$ cat src/rtl/game_pkg.sv
// Shared types and constants for the runner-game sequencer: state encoding,
// datapath widths and the obstacle-scheduling LFSR.
package game_pkg;

  typedef enum logic [1:0] {
    ST_IDLE  = 2'd0,
    ST_RUN   = 2'd1,
    ST_PAUSE = 2'd2,
    ST_OVER  = 2'd3
  } state_t;

  localparam int SCORE_W = 14;
  localparam int SPEED_W = 4;
  localparam int GAP_W   = 6;

  // Fibonacci LFSR for x^8+x^6+x^5+x^4+1: feedback taps on bits 7,5,4,3
  localparam logic [7:0] LFSR_SEED = 8'hA5;
  localparam logic [7:0] LFSR_TAPS = 8'hB8;

  function automatic logic [7:0] lfsr_next(input logic [7:0] v);
    return {v[6:0], ^(v & LFSR_TAPS)};
  endfunction

endpackage

$ cat src/rtl/btn_sync_edge.sv
// Two-flop synchronizer for an asynchronous board input, with a registered
// rising-edge pulse and its one-cycle-early precursor.
module btn_sync_edge (
  input  logic clk,
  input  logic rst_n,
  input  logic i_din,
  output logic o_level,
  output logic o_edge,
  output logic o_edge_nxt
);

  logic r_meta;
  logic r_sync;
  logic r_prev;
  logic r_edge;

  // Synchronizer chain, delayed level copy and edge register
  always_ff @(posedge clk or negedge rst_n) begin
    if (!rst_n) begin
      r_meta <= 1'b0;
      r_sync <= 1'b0;
      r_prev <= 1'b0;
      r_edge <= 1'b0;
    end else begin
      r_meta <= i_din;
      r_sync <= r_meta;
      r_prev <= r_sync;
      r_edge <= r_sync & ~r_prev;
    end
  end

  assign o_level    = r_sync;
  assign o_edge     = r_edge;
  // Value o_edge takes on the next clk; lets a consumer register a pulse aligned with o_edge
  assign o_edge_nxt = r_sync & ~r_prev;

endmodule

$ cat src/rtl/game_sequencer.sv
// Run-time controller for the runner game: game FSM, step tick, score and
// high score, scroll speed, obstacle spawn scheduling and animation phase.
module game_sequencer
  import game_pkg::*;
#(
  parameter int TICK_DIV   = 1250000,
  parameter int SPEED_MIN  = 2,
  parameter int SPEED_MAX  = 8,
  parameter int SPEED_STEP = 100,
  parameter int GAP_MIN    = 24,
  parameter int ANIM_DIV   = 4,
  parameter int SCORE_MAX  = 9999
) (
  input  logic               clk,
  input  logic               rst,
  input  logic               jump_btn,
  input  logic               stop_sw,
  input  logic               collide,
  output logic [1:0]         state,
  output logic               run_en,
  output logic               game_tick,
  output logic               jump_req,
  output logic               spawn,
  output logic [SPEED_W-1:0] speed,
  output logic [SCORE_W-1:0] score,
  output logic [SCORE_W-1:0] hi_score,
  output logic               anim_phase
);

  localparam int DIV_W  = $clog2(TICK_DIV);
  localparam int ANIM_W = $clog2(ANIM_DIV + 1);
  localparam int STEP_W = $clog2(SPEED_STEP + 1);

  localparam logic [DIV_W-1:0]   DIV_LAST  = DIV_W'(TICK_DIV - 1);
  localparam logic [ANIM_W-1:0]  ANIM_LAST = ANIM_W'(ANIM_DIV - 1);
  localparam logic [STEP_W-1:0]  STEP_LAST = STEP_W'(SPEED_STEP - 1);
  localparam logic [SPEED_W-1:0] SPD_MIN   = SPEED_W'(SPEED_MIN);
  localparam logic [SPEED_W-1:0] SPD_MAX   = SPEED_W'(SPEED_MAX);
  localparam logic [SCORE_W-1:0] SC_MAX    = SCORE_W'(SCORE_MAX);
  localparam logic [GAP_W-1:0]   GAP_LOAD  = GAP_W'(GAP_MIN);

  logic w_jump_edge;
  logic w_jump_edge_nxt;
  logic w_jump_level_unused;
  logic w_stop_q;
  logic w_stop_edge_unused;
  logic w_stop_edge_nxt_unused;
  logic w_div_last;
  logic [7:0] w_lfsr_nxt;

  state_t              r_state;
  logic                r_run_en;
  logic [DIV_W-1:0]    r_div;
  logic                r_tick;
  logic                r_spawn;
  logic                r_jump_req;
  logic [SPEED_W-1:0]  r_speed;
  logic [SCORE_W-1:0]  r_score;
  logic [SCORE_W-1:0]  r_hi;
  logic [STEP_W-1:0]   r_step_cnt;
  logic [GAP_W-1:0]    r_gap;
  logic [7:0]          r_lfsr;
  logic [ANIM_W-1:0]   r_anim_cnt;
  logic                r_anim;

  btn_sync_edge u_jump (
    .clk        (clk),
    .rst_n      (rst),
    .i_din      (jump_btn),
    .o_level    (w_jump_level_unused),
    .o_edge     (w_jump_edge),
    .o_edge_nxt (w_jump_edge_nxt)
  );

  btn_sync_edge u_stop (
    .clk        (clk),
    .rst_n      (rst),
    .i_din      (stop_sw),
    .o_level    (w_stop_q),
    .o_edge     (w_stop_edge_unused),
    .o_edge_nxt (w_stop_edge_nxt_unused)
  );

  assign w_div_last = (r_div == DIV_LAST);
  assign w_lfsr_nxt = lfsr_next(r_lfsr);

  // Game FSM with divider, score/speed, spawn scheduler and animation
  always_ff @(posedge clk or negedge rst) begin
    if (!rst) begin
      r_state    <= ST_IDLE;
      r_run_en   <= 1'b0;
      r_div      <= '0;
      r_tick     <= 1'b0;
      r_spawn    <= 1'b0;
      r_jump_req <= 1'b0;
      r_speed    <= SPD_MIN;
      r_score    <= '0;
      r_hi       <= '0;
      r_step_cnt <= '0;
      r_gap      <= GAP_LOAD;
      r_lfsr     <= LFSR_SEED;
      r_anim_cnt <= '0;
      r_anim     <= 1'b0;
    end else begin
      r_tick     <= 1'b0;
      r_spawn    <= 1'b0;
      r_jump_req <= 1'b0;
      case (r_state)
        ST_IDLE: begin
          r_div <= '0;
          if (w_jump_edge) begin
            r_state    <= ST_RUN;
            r_run_en   <= 1'b1;
            r_score    <= '0;
            r_speed    <= SPD_MIN;
            r_step_cnt <= '0;
            r_gap      <= GAP_LOAD;
            r_jump_req <= w_jump_edge_nxt;
          end
        end
        ST_RUN: begin
          r_div <= w_div_last ? '0 : r_div + DIV_W'(1);
          // A tick landing on the same clk as collide or stop is dropped
          if (collide) begin
            r_state  <= ST_OVER;
            r_run_en <= 1'b0;
            if (r_score > r_hi) begin
              r_hi <= r_score;
            end
          end else if (w_stop_q) begin
            r_state  <= ST_PAUSE;
            r_run_en <= 1'b0;
          end else begin
            r_jump_req <= w_jump_edge_nxt;
            if (w_div_last) begin
              r_tick <= 1'b1;
              r_lfsr <= w_lfsr_nxt;
              if (r_score < SC_MAX) begin
                r_score <= r_score + SCORE_W'(1);
                if (r_step_cnt == STEP_LAST) begin
                  r_step_cnt <= '0;
                  if (r_speed < SPD_MAX) begin
                    r_speed <= r_speed + SPEED_W'(1);
                  end
                end else begin
                  r_step_cnt <= r_step_cnt + STEP_W'(1);
                end
              end
              if (r_gap == GAP_W'(1)) begin
                r_spawn <= 1'b1;
                r_gap   <= GAP_LOAD + GAP_W'(w_lfsr_nxt[4:0]);
              end else begin
                r_gap <= r_gap - GAP_W'(1);
              end
              if (r_anim_cnt == ANIM_LAST) begin
                r_anim_cnt <= '0;
                r_anim     <= ~r_anim;
              end else begin
                r_anim_cnt <= r_anim_cnt + ANIM_W'(1);
              end
            end
          end
        end
        ST_PAUSE: begin
          if (!w_stop_q) begin
            r_state    <= ST_RUN;
            r_run_en   <= 1'b1;
            r_jump_req <= w_jump_edge_nxt;
          end
        end
        ST_OVER: begin
          r_div <= '0;
          if (w_jump_edge) begin
            r_state <= ST_IDLE;
          end
        end
        default: begin
          r_state  <= ST_IDLE;
          r_run_en <= 1'b0;
          r_div    <= '0;
        end
      endcase
    end
  end

  assign state      = r_state;
  assign run_en     = r_run_en;
  assign game_tick  = r_tick;
  assign jump_req   = r_jump_req;
  assign spawn      = r_spawn;
  assign speed      = r_speed;
  assign score      = r_score;
  assign hi_score   = r_hi;
  assign anim_phase = r_anim;

endmodule

$ cat config.mk
export PLATFORM = sky130hd
export DESIGN_NAME = game_sequencer
export DESIGN_NICKNAME = d
export VERILOG_FILES = /design/src/rtl/game_pkg.sv /design/src/rtl/btn_sync_edge.sv /design/src/rtl/game_sequencer.sv
export SDC_FILE = /design/constraint.sdc
export NUM_CORES = 1
export LEC_CHECK = 0
export CAP_MARGIN = 20
export CORE_AREA = 2 2 115 117
export CTS_CLUSTER_DIAMETER = 30
export DETAILED_ROUTE_END_ITERATION = 8
export DIE_AREA = 0 0 117 119
export DONT_BUFFER_PORTS = 1
export SLEW_MARGIN = 20
export SYNTH_ARGS = -nofsm -noshare
export SYNTH_HDL_FRONTEND = slang
export SYNTH_SLANG_ARGS = --single-unit
export TNS_END_PERCENT = 50
$ cat constraint.sdc
create_clock -name clk -period 4.7 [get_ports clk]
set_input_delay 1.41 -clock clk [delete_from_list [all_inputs] [get_ports clk]]
set_output_delay 1.41 -clock clk [all_outputs]
set_load 0.05 [all_outputs]
==> run summary <==
### Run status
- **run status** complete, no violations

### Clock network
- **clock latency of the later-clocked register in the worst-skew pair** 0.35 ns
- **clock-pin slew reported for the worst setup and hold paths after clock tree synthesis** 0.07 ns
- **number of buffers added to fix hold violations after cts** 0
- **buffer cell driving the clock tree root** sky130_fd_sc_hd__clkbuf_16
- **number of cells upsized or downsized after cts** 0
- **number of levels in the clock H-tree** 3
- **CTS tree** yes
- **number of setup buffers added after CTS** 0
- **number of CTS-inserted buffers** 9
- **# clock sinks** 90
- **buffer depth of the longest clock path** 2

### Synth
- **area leader, netlist** sky130_fd_sc_hd__dfrtp_1
- **number of flops mapped to enable cells by yosys** 0
- **Top FF cell, synth** sky130_fd_sc_hd__dfrtp_1
- **syn_area_per_cell** 9.835 um2
- **ys async rst share** 1.000
- **synthesized net count** 534
- **number of synthesized register bits** 90
- **count of mapped cells out of synthesis** 502
- **area share of the largest cell type after synthesis** 0.4207
- **number of warning messages in the yosys log** 0
- **Mapped Area** 4937 um2
- **fraction of the yosys area taken by sequential cells** 0.4579
- **cell types with the largest area share after synthesis** sky130_fd_sc_hd__dfrtp_1 (42%), sky130_fd_sc_hd__ha_1 (6.8%), sky130_fd_sc_hd__dfstp_2 (3.7%), sky130_fd_sc_hd__mux2_2 (3.6%), sky130_fd_sc_hd__nand2_1 (3.5%)
- **Distinct cells, synth** 62

### Place
- **hpwl dp** 7.425 mm
- **port buffer count** 0
- **final estimated routing congestion in global placement** 0.8183
- **placed cell areas** 5097 um2
- **worst slack at placement** 1.178 ns

### Routing
- **average wire length per cell after detail routing** 15.75 um
- **post-route DRC violation count** 0
- **antenna-violating nets left** 0
- **vias per cell** 5.468
- **wire length reported by the detailed router** 10.68 mm
- **routed via count** 3707
- **number of detailed-routing iterations run before antenna repair** 4
- **number of design-rule violations left by the first detailed-router iteration** 221

### STA
- **achievable clock frequency** 297.0 MHz
- **setup violators final** 0
- **Final Critical Period** 3.367 ns
- **worst clock skew on the final layout** 0.009331 ns
- **Final Max Tran Viols** 0
- **share of the clock period used by the worst path** 0.7163
- **final hold violation count** 0
- **setup repair after global routing missed its margin** false
- **Worst-Margin Slew** 1.046 ns
- **worst hold-check slack** 0.3503 ns
- **max-slew headroom at the worst pin** 0.3001
- **Setup TNS** 0 ns
- **post-route worst setup slack** 1.333 ns

### Cells and area
- **share of cells above drive strength 1** 0.1076
- **area added between synthesis and finish** 9.224%
- **post-layout util** 0.4189
- **Final Instance Area** 5393 um2
- **final net count** 529
- **antenna diode instance count** 0

### Critical path
- **kind of critical path** reg -> reg
- **critical register-to-register path startpoint** state[0]
- **critical path startpoint category** flop
- **Arr. time, crit path** 3.62 ns
- **crit path from** state[0]
- **Worst setup EP type** flop
- **Worst Path Required** 4.95 ns
- **Max Fanout on Critical Path** 28

### Hold path
- **Worst Hold Class** reg -> reg
- **worst hold start** u_stop.r_meta

### GRT
- **via count of the first global-routing pass** 3650
- **global routing usage summed across all routing layers** 0.1650
- **initial antenna violation count** 0
- **first-pass GRT wire length** 17.85 mm
- **total congestion overflow** 0
- **maximum number of pins on one net before global-route repair** 91

### Pwr
- **power per standard cell area** 639.4 nW/um2
- **Leak** 2.276 nW
- **Peak supply drop** 0.2346 mV

### Job
- **max-capacitance violation count** 0

### Floorplanning
- **Placement Rows** 42
- **Initial Util** 0.3835
- **core region area** 12870 um2
- **vertical die dimension** 119 um
- **floorplan die area** 13920 um2
- **number of top-level pins** 44
- **floorplan die width** 117 um

cell families after synthesis:
kind of cell,count (synthesis),share of synthesized area
xor gates and xnor gates,19,0.03371
buffers and inverters,48,0.03979
muxes,19,0.04308
DFF,90,0.4579
and+or+nand+nor,196,0.2146
AOI/OAI and AO/OA,103,0.1424
adders and majority gates,27,0.06842
flip-flops by register name, indices dropped and copies added, names as in the netlist, 2 cells and up:
| name | cells |
|---|---|
| hi_score | 14 |
| r_anim_cnt | 3 |
| r_div | 21 |
| r_gap | 6 |
| r_lfsr | 8 |
| r_step_cnt | 7 |
| score | 14 |
| speed | 4 |
| state | 2 |
synthesized netlist by cell type, types with 3 or more instances:
| library cell | count |
|---|---|
| sky130_fd_sc_hd__nand2b_1 | 8 |
| sky130_fd_sc_hd__nor3b_1 | 4 |
| sky130_fd_sc_hd__clkbuf_1 | 16 |
| sky130_fd_sc_hd__inv_1 | 28 |
| sky130_fd_sc_hd__o41ai_1 | 4 |
| sky130_fd_sc_hd__dfrtp_1 | 83 |
| sky130_fd_sc_hd__nor2b_1 | 7 |
| sky130_fd_sc_hd__ha_1 | 27 |
| sky130_fd_sc_hd__nand2_1 | 46 |
| sky130_fd_sc_hd__xnor2_1 | 17 |
| sky130_fd_sc_hd__and3_1 | 6 |
| sky130_fd_sc_hd__a21oi_1 | 7 |
| sky130_fd_sc_hd__or4_1 | 3 |
| sky130_fd_sc_hd__o211ai_1 | 5 |
| sky130_fd_sc_hd__a22o_1 | 6 |
| sky130_fd_sc_hd__a21o_1 | 7 |
| sky130_fd_sc_hd__nand4_1 | 6 |
| sky130_fd_sc_hd__nor4_1 | 6 |
| sky130_fd_sc_hd__nor3_1 | 14 |
| sky130_fd_sc_hd__o21ai_0 | 33 |
| sky130_fd_sc_hd__dfstp_2 | 7 |
| sky130_fd_sc_hd__o31ai_1 | 18 |
| sky130_fd_sc_hd__or3_1 | 9 |
| sky130_fd_sc_hd__nand3_1 | 26 |
| sky130_fd_sc_hd__mux2_2 | 16 |
| sky130_fd_sc_hd__o22a_1 | 3 |
| sky130_fd_sc_hd__or2_2 | 4 |
| sky130_fd_sc_hd__nor2_1 | 40 |
path summary, 6_finish.rpt:
| check | end | slack, ns | cells after the start |
|---|---|---|---|
| max | r_step_cnt[5] | 1.33 | 6 |
| min | u_stop.o_level | 0.35 | 0 |
| max reg2reg | r_step_cnt[5] | 1.33 | 6 |
| min reg2reg | u_stop.o_level | 0.35 | 0 |
| max in group asynchronous | r_gap[3] | 3.71 | 0 |
| min in group asynchronous | r_step_cnt[4] | 0.75 | 0 |
layer usage:
layer  track usage  vias up  part of all wire
li1              -     1797                 -
met1        0.2068     1822              0.45
met2        0.2590       77              0.47
met3       0.06158       11             0.060
met4       0.05956        0             0.016
met5             0        -                 0
metrics by stage:
step           std cells  power (mW)
5_1_grt              678       3.721
6_report             678       3.448
2_1_floorplan        502       2.444
4_1_cts              678       3.488
3_5_place_dp         662       2.762
3_3_place_gp         662       2.709
cell usage in the layout, fill, tap and decap left out, types with 7 or more instances in the layout:
master,instances
sky130_fd_sc_hd__a21o_1,7
sky130_fd_sc_hd__a21oi_1,7
sky130_fd_sc_hd__clkbuf_16,9
sky130_fd_sc_hd__dfrtp_1,83
sky130_fd_sc_hd__dfstp_2,7
sky130_fd_sc_hd__ha_1,27
sky130_fd_sc_hd__inv_1,28
sky130_fd_sc_hd__mux2_2,16
sky130_fd_sc_hd__nand2_1,46
sky130_fd_sc_hd__nand2b_1,8
sky130_fd_sc_hd__nand3_1,26
sky130_fd_sc_hd__nor2_1,40
sky130_fd_sc_hd__nor2b_1,7
sky130_fd_sc_hd__nor3_1,14
sky130_fd_sc_hd__o21ai_0,33
sky130_fd_sc_hd__o31ai_1,17
sky130_fd_sc_hd__or3_1,9
sky130_fd_sc_hd__xnor2_1,17
area by class of cell:
cell class	count	area, um2
fillers	1243	7482
multi-input cells	364	2485
flip-flops and latches	90	2261
clock buffers	9	225.2
well taps	176	220.2
inverters	29	108.9
clock inverters	7	70.07
repair buffers	3	22.52
report_power, final:
group	internal [mW]	total [mW]	leakage, nW	switching (mW)
combinational	0.467	1.06	1.00	0.596
sequential	0.957	1.67	1.13	0.711
clock	0.411	0.718	0.145	0.307
total	1.83	3.45	2.28	1.61
critical path, cell delays in order (launching register included):
cell	delay (ns)
sky130_fd_sc_hd__dfrtp_1	0.73
sky130_fd_sc_hd__ha_1	0.47
sky130_fd_sc_hd__nor3b_1	0.29
sky130_fd_sc_hd__nand2b_1	0.20
sky130_fd_sc_hd__a221o_1	0.70
sky130_fd_sc_hd__or4_1	0.63
sky130_fd_sc_hd__o31ai_1	0.23
Note: power is estimated with default switching activity, not from simulation.
